`config.mk`:
```
export PLATFORM = sky130hd
export DESIGN_NAME = crc_div_p
export DESIGN_NICKNAME = d
export VERILOG_FILES = /design/src/rtl/crc_div_p.sv
export SDC_FILE = /design/constraint.sdc
export NUM_CORES = 1
export LEC_CHECK = 0
export ABC_AREA = 1
export BUFFER_PORTS_ARGS = -buffer_cell sky130_fd_sc_hd__buf_4
export CAP_MARGIN = 20
export CORE_MARGIN = 2
export CORE_UTILIZATION = 45
export DETAILED_ROUTE_END_ITERATION = 7
export PLACE_DENSITY = 0.68
export SLEW_MARGIN = 20
export SYNTH_ARGS = -nofsm -noshare
export SYNTH_HDL_FRONTEND = slang
export SYNTH_SLANG_ARGS = --single-unit
```
`constraint.sdc`:
```
create_clock -name clk -period 2.9 [get_ports clk]
set_input_delay 0 -clock clk [delete_from_list [all_inputs] [get_ports clk]]
set_output_delay 0 -clock clk [all_outputs]
set_load 0.02 [all_outputs]
```
`src/rtl/crc_div_p.sv`:
```
// ---------------------------------------------------------------------------
// crc_div_p
//
// Purpose:
//   Polynomial divider over GF(2). A frame of N bits is captured on start and
//   shifted MSB-first, STEP bits per clock, through a DEG-bit long-division
//   register. The result is M(x) mod G(x), where G(x) = x^DEG + POLY. The
//   message is not augmented with DEG zero bits.
//
// Parameters:
//   N     frame length in bits (N mod STEP must be 0)
//   DEG   generator degree, 2..32
//   POLY  low-order tap mask of G(x); x^DEG is implicit
//   STEP  bits consumed per clock, 1..8
//
// Ports:
//   clk      sole clock, rising edge
//   rst      asynchronous, active-high reset
//   start    begin a frame; only looked at in IDLE
//   abort    cancel the frame in progress; also blocks a start in IDLE
//   data_in  frame data, bit N-1 processed first
//   busy     high while in RUN
//   done     one-cycle pulse in DONE, when rem is final
//   count    frame bits consumed so far
//   rem      remainder register
//   syn_ok   remainder-is-zero flag
//
// Configuration:
//   CRC_DIV_P_SYNDROME_EN  defined: syn_ok is a registered (rem == 0) flag for
//                          a completed frame. Undefined: syn_ok is tied to 0
//                          and no zero-detect logic is built.
// ---------------------------------------------------------------------------
module crc_div_p #(
    parameter int unsigned N              = 64,
    parameter int unsigned DEG            = 9,
    parameter logic [DEG-1:0] POLY        = 9'h011,
    parameter int unsigned STEP           = 1
) (
    input  logic                      clk,
    input  logic                      rst,
    input  logic                      start,
    input  logic                      abort,
    input  logic [N-1:0]              data_in,
    output logic                      busy,
    output logic                      done,
    output logic [$clog2(N+1)-1:0]    count,
    output logic [DEG-1:0]            rem,
    output logic                      syn_ok
);

    localparam int unsigned CW = $clog2(N + 1);

    typedef enum logic [1:0] {
        StIdle = 2'd0,
        StRun  = 2'd1,
        StDone = 2'd2
    } state_t;

    state_t           state;
    logic [N-1:0]     shadow;
    logic [DEG-1:0]   rem_nxt;
    logic [CW-1:0]    count_nxt;
    logic             last_step;

    // STEP serial long-division iterations. bits[STEP-1] is the oldest bit.
    function automatic logic [DEG-1:0] div_steps(input logic [DEG-1:0] r_in,
                                                 input logic [STEP-1:0] bits);
        logic [DEG-1:0] r;
        logic           fb;
        r = r_in;
        for (int i = STEP - 1; i >= 0; i--) begin
            fb = r[DEG-1];
            r  = {r[DEG-2:0], bits[i]};
            if (fb) begin
                r = r ^ POLY;
            end
        end
        return r;
    endfunction

    always_comb begin
        rem_nxt   = div_steps(rem, shadow[N-1 -: STEP]);
        count_nxt = count + CW'(STEP);
        last_step = (count_nxt == CW'(N));
    end

    // Control FSM with registered outputs. rem and count deliberately hold
    // their final value through DONE and IDLE until the next accepted start.
    always_ff @(posedge clk or posedge rst) begin
        if (rst) begin
            state  <= StIdle;
            shadow <= '0;
            rem    <= '0;
            count  <= '0;
            busy   <= 1'b0;
            done   <= 1'b0;
        end else begin
            done <= 1'b0;
            case (state)
                StIdle: begin
                    if (start && !abort) begin
                        shadow <= data_in;
                        rem    <= '0;
                        count  <= '0;
                        busy   <= 1'b1;
                        state  <= StRun;
                    end
                end
                StRun: begin
                    if (abort) begin
                        rem   <= '0;
                        count <= '0;
                        busy  <= 1'b0;
                        state <= StIdle;
                    end else begin
                        shadow <= shadow << STEP;
                        rem    <= rem_nxt;
                        count  <= count_nxt;
                        if (last_step) begin
                            busy  <= 1'b0;
                            done  <= 1'b1;
                            state <= StDone;
                        end
                    end
                end
                StDone: begin
                    if (abort) begin
                        rem   <= '0;
                        count <= '0;
                    end
                    state <= StIdle;
                end
                default: begin
                    busy  <= 1'b0;
                    state <= StIdle;
                end
            endcase
        end
    end

`ifdef CRC_DIV_P_SYNDROME_EN
    // Flag is loaded with the final remainder on the edge into DONE, so it is
    // valid in the same cycle as done and then held in IDLE.
    always_ff @(posedge clk or posedge rst) begin
        if (rst) begin
            syn_ok <= 1'b0;
        end else begin
            case (state)
                StIdle: begin
                    if (start && !abort) begin
                        syn_ok <= 1'b0;
                    end
                end
                StRun: begin
                    if (abort) begin
                        syn_ok <= 1'b0;
                    end else if (last_step) begin
                        syn_ok <= (rem_nxt == '0);
                    end
                end
                StDone: begin
                    if (abort) begin
                        syn_ok <= 1'b0;
                    end
                end
                default: begin
                    syn_ok <= 1'b0;
                end
            endcase
        end
    end
`else
    assign syn_ok = 1'b0;
`endif

endmodule

```
==> flow_summary_export.csv, run 1 <==
group,metric,value,unit
clock_network,cts_tree,"built",
clock_network,clkLatencyLatePin,0.34,ns
yosys,synth-edff-count,0,
yosys,ys.flop_type,"dfrtp_1",
critical_path,worstReg2RegStart,"state[1]",
global_routing,grt_pass1_vias,3493,
drt,routedWlPerCell,12.9,um
timing,worst_pin_slew,0.877,ns
drt,wl_met3,285,um
drt,firstDrtPassIters,4,
die,num_rows,34,
clock_network,cts_buffer_depth,2,
die,die_w,98.2,um
critical_path,crit_family,"simple AND/OR/NAND/NOR gates",
yosys,synth_most_common_cell,"nand2_1",
timing,finalSetupViolations,0,
yosys,netlist_instances,452,
clock_network,cts_resized,0,
drt,drt-initial-drc-count,134,
min_path,hold_path_class,"input port to flip-flop",
power_and_ir_drop,finalPower,3.16,mW
clock_network,numCtsBuffers,9,
timing,layout_setup_ws,0.911,ns
critical_path,required,3.17,ns
yosys,yosys.area_share.adder,0.313,%
layout,area_growth,38.3,%
timing,fin_setup_tns,0,ns
global_routing,grt_overflow,0,
layout,fin_nets,658,
placed_design,port_buffers,85,
power_and_ir_drop,peakVddDrop,0.309,mV
global_routing,grt_usage,19.4,%
min_path,hold_start,"data_in[61]",
yosys,synthTopCellsByArea,"dfrtp_1 (53%), o211ai_1 (9.4%), o21ai_1 (8.8%)",
drt,routed_via_density,4.94,
clock_network,post_cts_buffers,0,
yosys,synthesis.nets,521,
placed_design,hpwl,5420,um
yosys,seq_area_frac_synth,52.6,%
clock_network,clock-sinks,84,
power_and_ir_drop,p_leak,2.58,nW
yosys,yosysWarnings,0,
placed_design,globalplace.congestion,0.822,
outcome,status,"completed",
drt,via_count,3468,
layout,diodes,0,
yosys,synth_top_cell_area_share,52.6,%
critical_path,cpPeakStageDelay,0.42,ns
timing,rsz0062_at_grt,"no",
die,coreArea,8680,um2
global_routing,grt_pass1_wl,15600,um
placed_design,dp_slack,0.909,ns
layout,final_core_util,63.7,%
yosys,post_synth_num_cell_types,29,
timing,post-route-period-util,68.6,%
yosys,synth_top_family_by_area,"compound AO/OA/AOI/OAI gates",
critical_path,crit_buf_inv,3,
timing,fmax,0.503,GHz
yosys,synth_area_per_cell,8.84,um2
drt,highest_layer,"met4",
timing,min_period,1.99,ns
timing,drv_slew,0,
critical_path,worstPathMaxFanout,47,
drt,drc,0,
yosys,muxShareOfSynthArea,0,%
yosys,ys_seq_elements,84,
clock_network,root_buffer,"clkbuf_8",
global_routing,antenna_found_initial,0,
critical_path,cp_cell_sequence,"nor2_4 > inv_2 > nor2_8 > inv_2 > nand2_4 > buf_4 > o211ai_1 > o21ai_1",
critical_path,slowest_stage,"dfrtp_1",
yosys,synthArstFlopShare,100,%
placed_design,dpl.cell_count,621,
yosys,synth_compound_gate_area_share,23.5,%
critical_path,crit_type,"flip-flop to flip-flop",
timing,hold_viol_final,0,
critical_path,cp-start-kind,"flip-flop",
drt,antenna_left,0,
layout,fin_cells,702,
yosys,yosys.area.top_type,"dfrtp_1",
clock_network,cts_htree_levels,3,
power_and_ir_drop,pwr_density_cell,572,nW/um2
yosys,syn_area,4000,um2
critical_path,arrival,2.26,ns
drt,met2_length,4340,um
drt,wl,9030,um
critical_path,worstSetupEndpointType,"flip-flop",
die,ioPinCount,87,
die,die_h,98.2,um
die,start_util,46.0,%
global_routing,grt_max_degree,125,
timing,slew_headroom,41.5,%
die,die_area,9650,um2
layout,drive_gt1_share,20.2,%
yosys,synth-xor-area-share,0.657,%
critical_path,cpMostUsedCell,"inv_2",
critical_path,crit_start,"state[1]",
yosys,synth-simple-area-share,11.3,%
clock_network,path_clk_slew,0.07,ns
timing,clock_skew,0.00721,ns
yosys,netlist_top_cells_count,"nand2_1 (89), dfrtp_1 (84), inv_1 (74)",
run,max_cap_violations,0,
drt,wl_met1,4270,um
==> final timing paths <==
kind	to	slack [ns]	depth (start not counted)
worst max-delay path	shadow[3]	0.91	8
worst min-delay path	shadow[61]	0.01	3
worst max register to register	shadow[3]	0.91	8
worst min register to register	busy	0.48	2
max in group asynchronous	shadow[15]	1.89	4
min in group asynchronous	shadow[38]	0.34	3
==> per-layer routing <==
layer	vias up	global-route usage [%]
met3	11	2.86
met4	0	6.53
met5	-	0
li1	1763	-
met2	73	31.7
met1	1621	26.8
==> power by group <==
part | total (mW) | switching [mW] | internal (mW)
clock | 0.846 | 0.398 | 0.448
combinational | 0.808 | 0.463 | 0.345
sequential | 1.51 | 0.0827 | 1.43
total | 3.16 | 0.944 | 2.22
==> stage by stage <==
stage	hold WS, ns	cell area (um2)
final	0.0122	5530
after global routing	0.0567	5530
after CTS	0.00959	5520
after detailed placement	0.164	4680
after global placement	0.167	4680
after floorplan	0.152	4000
==> worst register-to-register path: stages, from the launching register on <==
cell and delay, ns:
dfrtp_1 0.42, nor2_4 0.14, inv_2 0.08, nor2_8 0.12
inv_2 0.14, nand2_4 0.40, buf_4 0.37, o211ai_1 0.14
o21ai_1 0.11
==> repair_timing <==
action,CTS,global route
hold buffers,65,0
hold endpoints to repair,108,0
setup endpoints to repair,0,0
==> kinds of logic after synthesis <==
kind of cell	count (synthesis)
compound gates	144
xor+xnor	3
fa+ha+maj	1
buf+inv	108
flops	84
other cells	1
simple gates	111
==> cells in the final DEF, fill, tap and decap left out, types with 10 or more instances in the layout <==
cell / netlist / final
nand2_1: 89 / 89
buf_4: 8 / 87
dfrtp_1: 84 / 84
inv_1: 74 / 73
o21ai_1: 70 / 70
dlygate4sd3_1: 0 / 65
o211ai_1: 50 / 50
nor2_1: 11 / 11
clkbuf_8: 0 / 11
o211ai_2: 10 / 10
==> state kept, by name (all words and copies together) (netlist names) <==
name,cells
state,2
shadow,64
rem,9
done,1
busy,1
count,7
==> cell type report <==
type	count	area, um2
Clock buffer	15	166
Clock inverter	1	30.0
Timing Repair Buffer	155	1360
Multi-Input combinational cell	260	1440
Sequential cell	84	2100
Tap cell	108	135
Fill cell	734	3150
Inverter	79	298
Power figures use the tool's default switching activity.
==> run 2: changes to the inputs <==
ABC_AREA = 0   (was 1)
clock period = 1.85 ns   (was 2.9 ns; I/O delays follow)
==> run 2 against run 1 <==
Against the previous run:
- largest power group unchanged
- clock power grew 35%
- clock-buffer cell count decreased by 4
- first-iteration DRC count rose by 21%
- via count down 13%
- design area is 2.8% lower
- largest cell class unchanged
- sequential power increased by 50%
- synthesized cell count decreased by 20%
- worst setup slack worse by 0.64 ns
- cell count shrank 13%
- area after synthesis fell by 3.8%
==> flow_summary_export.csv, run 2 <==
group,metric,value,unit
outcome,status,"completed",
drt,routedWlPerCell,13.2,um
timing,worst_pin_slew,0.710,ns
yosys,synthTopCellsByArea,"dfrtp_1 (55%), mux2i_1 (16%), o21ai_0 (8.2%)",
clock_network,cts_tree,"built",
global_routing,grt_overflow,0,
yosys,yosysWarnings,0,
timing,drv_slew,0,
yosys,syn_area,3840,um2
yosys,synth_most_common_cell,"dfrtp_1",
layout,fillers,650,
clock_network,path_clk_slew,0.08,ns
layout,largest_reg_flops,64,
power_and_ir_drop,p_leak,2.73,nW
drt,wl_met1,3840,um
clock_network,cts_htree_levels,3,
timing,rsz0062_at_grt,"no",
layout,layout_common_cells,"buf_4 (90), dfrtp_1 (84), nand2_1 (72)",
power_and_ir_drop,pwr-share-comb,19.4,%
layout,regMostFlops,"shadow",
critical_path,cp-start-kind,"flip-flop",
placed_design,port_buffers,85,
clock_network,clock-sinks,84,
die,die_area,9300,um2
clock_network,cts_buffer_depth,2,
timing,hold_viol_final,0,
clock_network,clkLatencyLatePin,0.34,ns
yosys,ys.flop_type,"dfrtp_1",
clock_network,post_cts_buffers,0,
drt,antenna_left,0,
layout,regArea,2100,um2
critical_path,crit_type,"flip-flop to flip-flop",
timing,clock_skew,0.00928,ns
yosys,netlist_instances,361,
power_and_ir_drop,switching_share,27.8,%
clock_network,root_buffer,"clkbuf_8",
drt,drt-initial-drc-count,162,
critical_path,required,2.06,ns
power_and_ir_drop,p_switching,1.17,mW
critical_path,worstSetupEndpointType,"flip-flop",
drt,routed_via_density,4.95,
layout,reg.largest.list,"shadow: 64 flops, rem: 9 flops, count: 7 flops",
timing,min_period,1.58,ns
die,die_h,96.4,um
global_routing,grt_usage,18.7,%
yosys,synthesis.nets,430,
timing,fmax,0.634,GHz
power_and_ir_drop,pwr_density_cell,786,nW/um2
yosys,synth_top_cell_area_share,54.7,%
drt,wl,8110,um
layout,area_growth,39.8,%
global_routing,grt_max_degree,101,
die,start_util,46.5,%
global_routing,grt_pass1_wl,13400,um
critical_path,worstPathMaxFanout,39,
layout,multiInputGateArea,1580,um2
power_and_ir_drop,pwr-share-clk,27.1,%
die,coreArea,8260,um2
layout,diodes,0,
timing,fin_setup_tns,0,ns
yosys,seq_area_frac_synth,54.7,%
min_path,hold_path_class,"input port to flip-flop",
drt,met2_length,3830,um
die,die_w,96.4,um
run,max_cap_violations,0,
power_and_ir_drop,seqPwrFrac,53.5,%
global_routing,antenna_found_initial,0,
layout,fin_nets,572,
yosys,ys_seq_elements,84,
drt,wl_met3,355,um
die,num_rows,33,
timing,post-route-period-util,85.3,%
layout,drive_gt1_share,22.8,%
timing,slew_headroom,52.6,%
power_and_ir_drop,peakVddDrop,0.427,mV
yosys,synth-edff-count,0,
timing,whs,0.00976,ns
timing,finalSetupViolations,0,
clock_network,numCtsBuffers,9,
drt,drc,0,
critical_path,arrival,1.79,ns
yosys,synth_area_per_cell,10.6,um2
placed_design,globalplace.congestion,0.751,
drt,highest_layer,"met4",
yosys,post_synth_num_cell_types,33,
yosys,yosys.area.top_type,"dfrtp_1",
placed_design,hpwl,5020,um
drt,firstDrtPassIters,4,
global_routing,grt_pass1_vias,2894,
layout,layout_commonest_cell,"buf_4",
yosys,netlist_top_cells_count,"dfrtp_1 (84), nand2_1 (72), mux2i_1 (63), o21ai_0 (63), a22o_1 (11)",
drt,via_count,3033,
die,ioPinCount,87,
yosys,synthArstFlopShare,100,%
power_and_ir_drop,p_int,3.05,mW
==> run 2: logic make-up after synthesis <==
| kind of cell | count (synthesis) | synth area share [%] |
|---|---|---|
| flip-flops | 84 | 54.7 |
| XOR/XNOR | 3 | 0.684 |
| AO/OA/AOI/OAI | 88 | 13.0 |
| AND/OR/NAND/NOR | 91 | 9.90 |
| other | 1 | 0.0976 |
| adder cells (fa/ha/maj) | 1 | 0.325 |
| multiplexers | 64 | 16.7 |
| buffers and inverters | 29 | 4.65 |
==> run 2: path summary, 6_finish.rpt <==
kind | startpoint | to | slack, ns | cells after the start
max | state[0] | shadow[51] | 0.27 | 4
min | data_in[43] | shadow[43] | 0.01 | 3
max reg2reg | state[0] | shadow[51] | 0.27 | 4
min reg2reg | shadow[54] | shadow[54] | 0.48 | 2
max in group asynchronous | rst | shadow[1] | 0.89 | 4
min in group asynchronous | rst | shadow[21] | 0.33 | 3
==> run 2: area by class of cell <==
type                       instances  area share [%]
timing repair buffer             157            25.6
sequential                        84            39.1
clock inverter                     5           0.512
clock buffer                      11            2.63
multi-input combinational        248            29.4
inverter                           3           0.279
tap                              105            2.44
==> run 2: metrics by stage <==
stage / setup WS, ns / util, % / power, mW / std cells / area (um2)
6_report: 0.273 / 65.1 / 4.22 / 613 / 5380
5_1_grt: 0.158 / 65.1 / 4.49 / 613 / 5380
4_1_cts: 0.304 / 65.1 / 4.26 / 613 / 5380
3_5_place_dp: 0.314 / 55.3 / 3.01 / 533 / 4570
3_3_place_gp: 0.338 / 55.3 / 2.98 / 533 / 4570
2_1_floorplan: 0.446 / - / 2.74 / 361 / 3850
==> run 2: layer usage <==
layer	GRT usage [%]	vias up
met5	0	-
met3	3.72	9
li1	-	1535
met4	7.39	0
met1	26.0	1416
met2	28.9	73
==> run 2: power by group through the flow <==
stage	combinational, mW	clock [mW]	sequential (mW)
after floorplan	0.461	0	2.28
after global placement	0.694	0	2.29
after detailed placement	0.717	0	2.29
after CTS	0.824	1.18	2.26
after global routing	0.928	1.26	2.29
final	0.821	1.14	2.26
==> run 2: what timing repair did <==
action,4_1_cts,5_1_grt
hold buffers,64,0
endpoints found under the hold margin,93,0
resized for setup,0,0
==> run 2: critical path, stage by stage (launching register included) <==
cell and delay (ns):
dfrtp_1 0.49, nand2b_4 0.24, buf_12 0.29, mux2i_1 0.27, o21ai_0 0.10
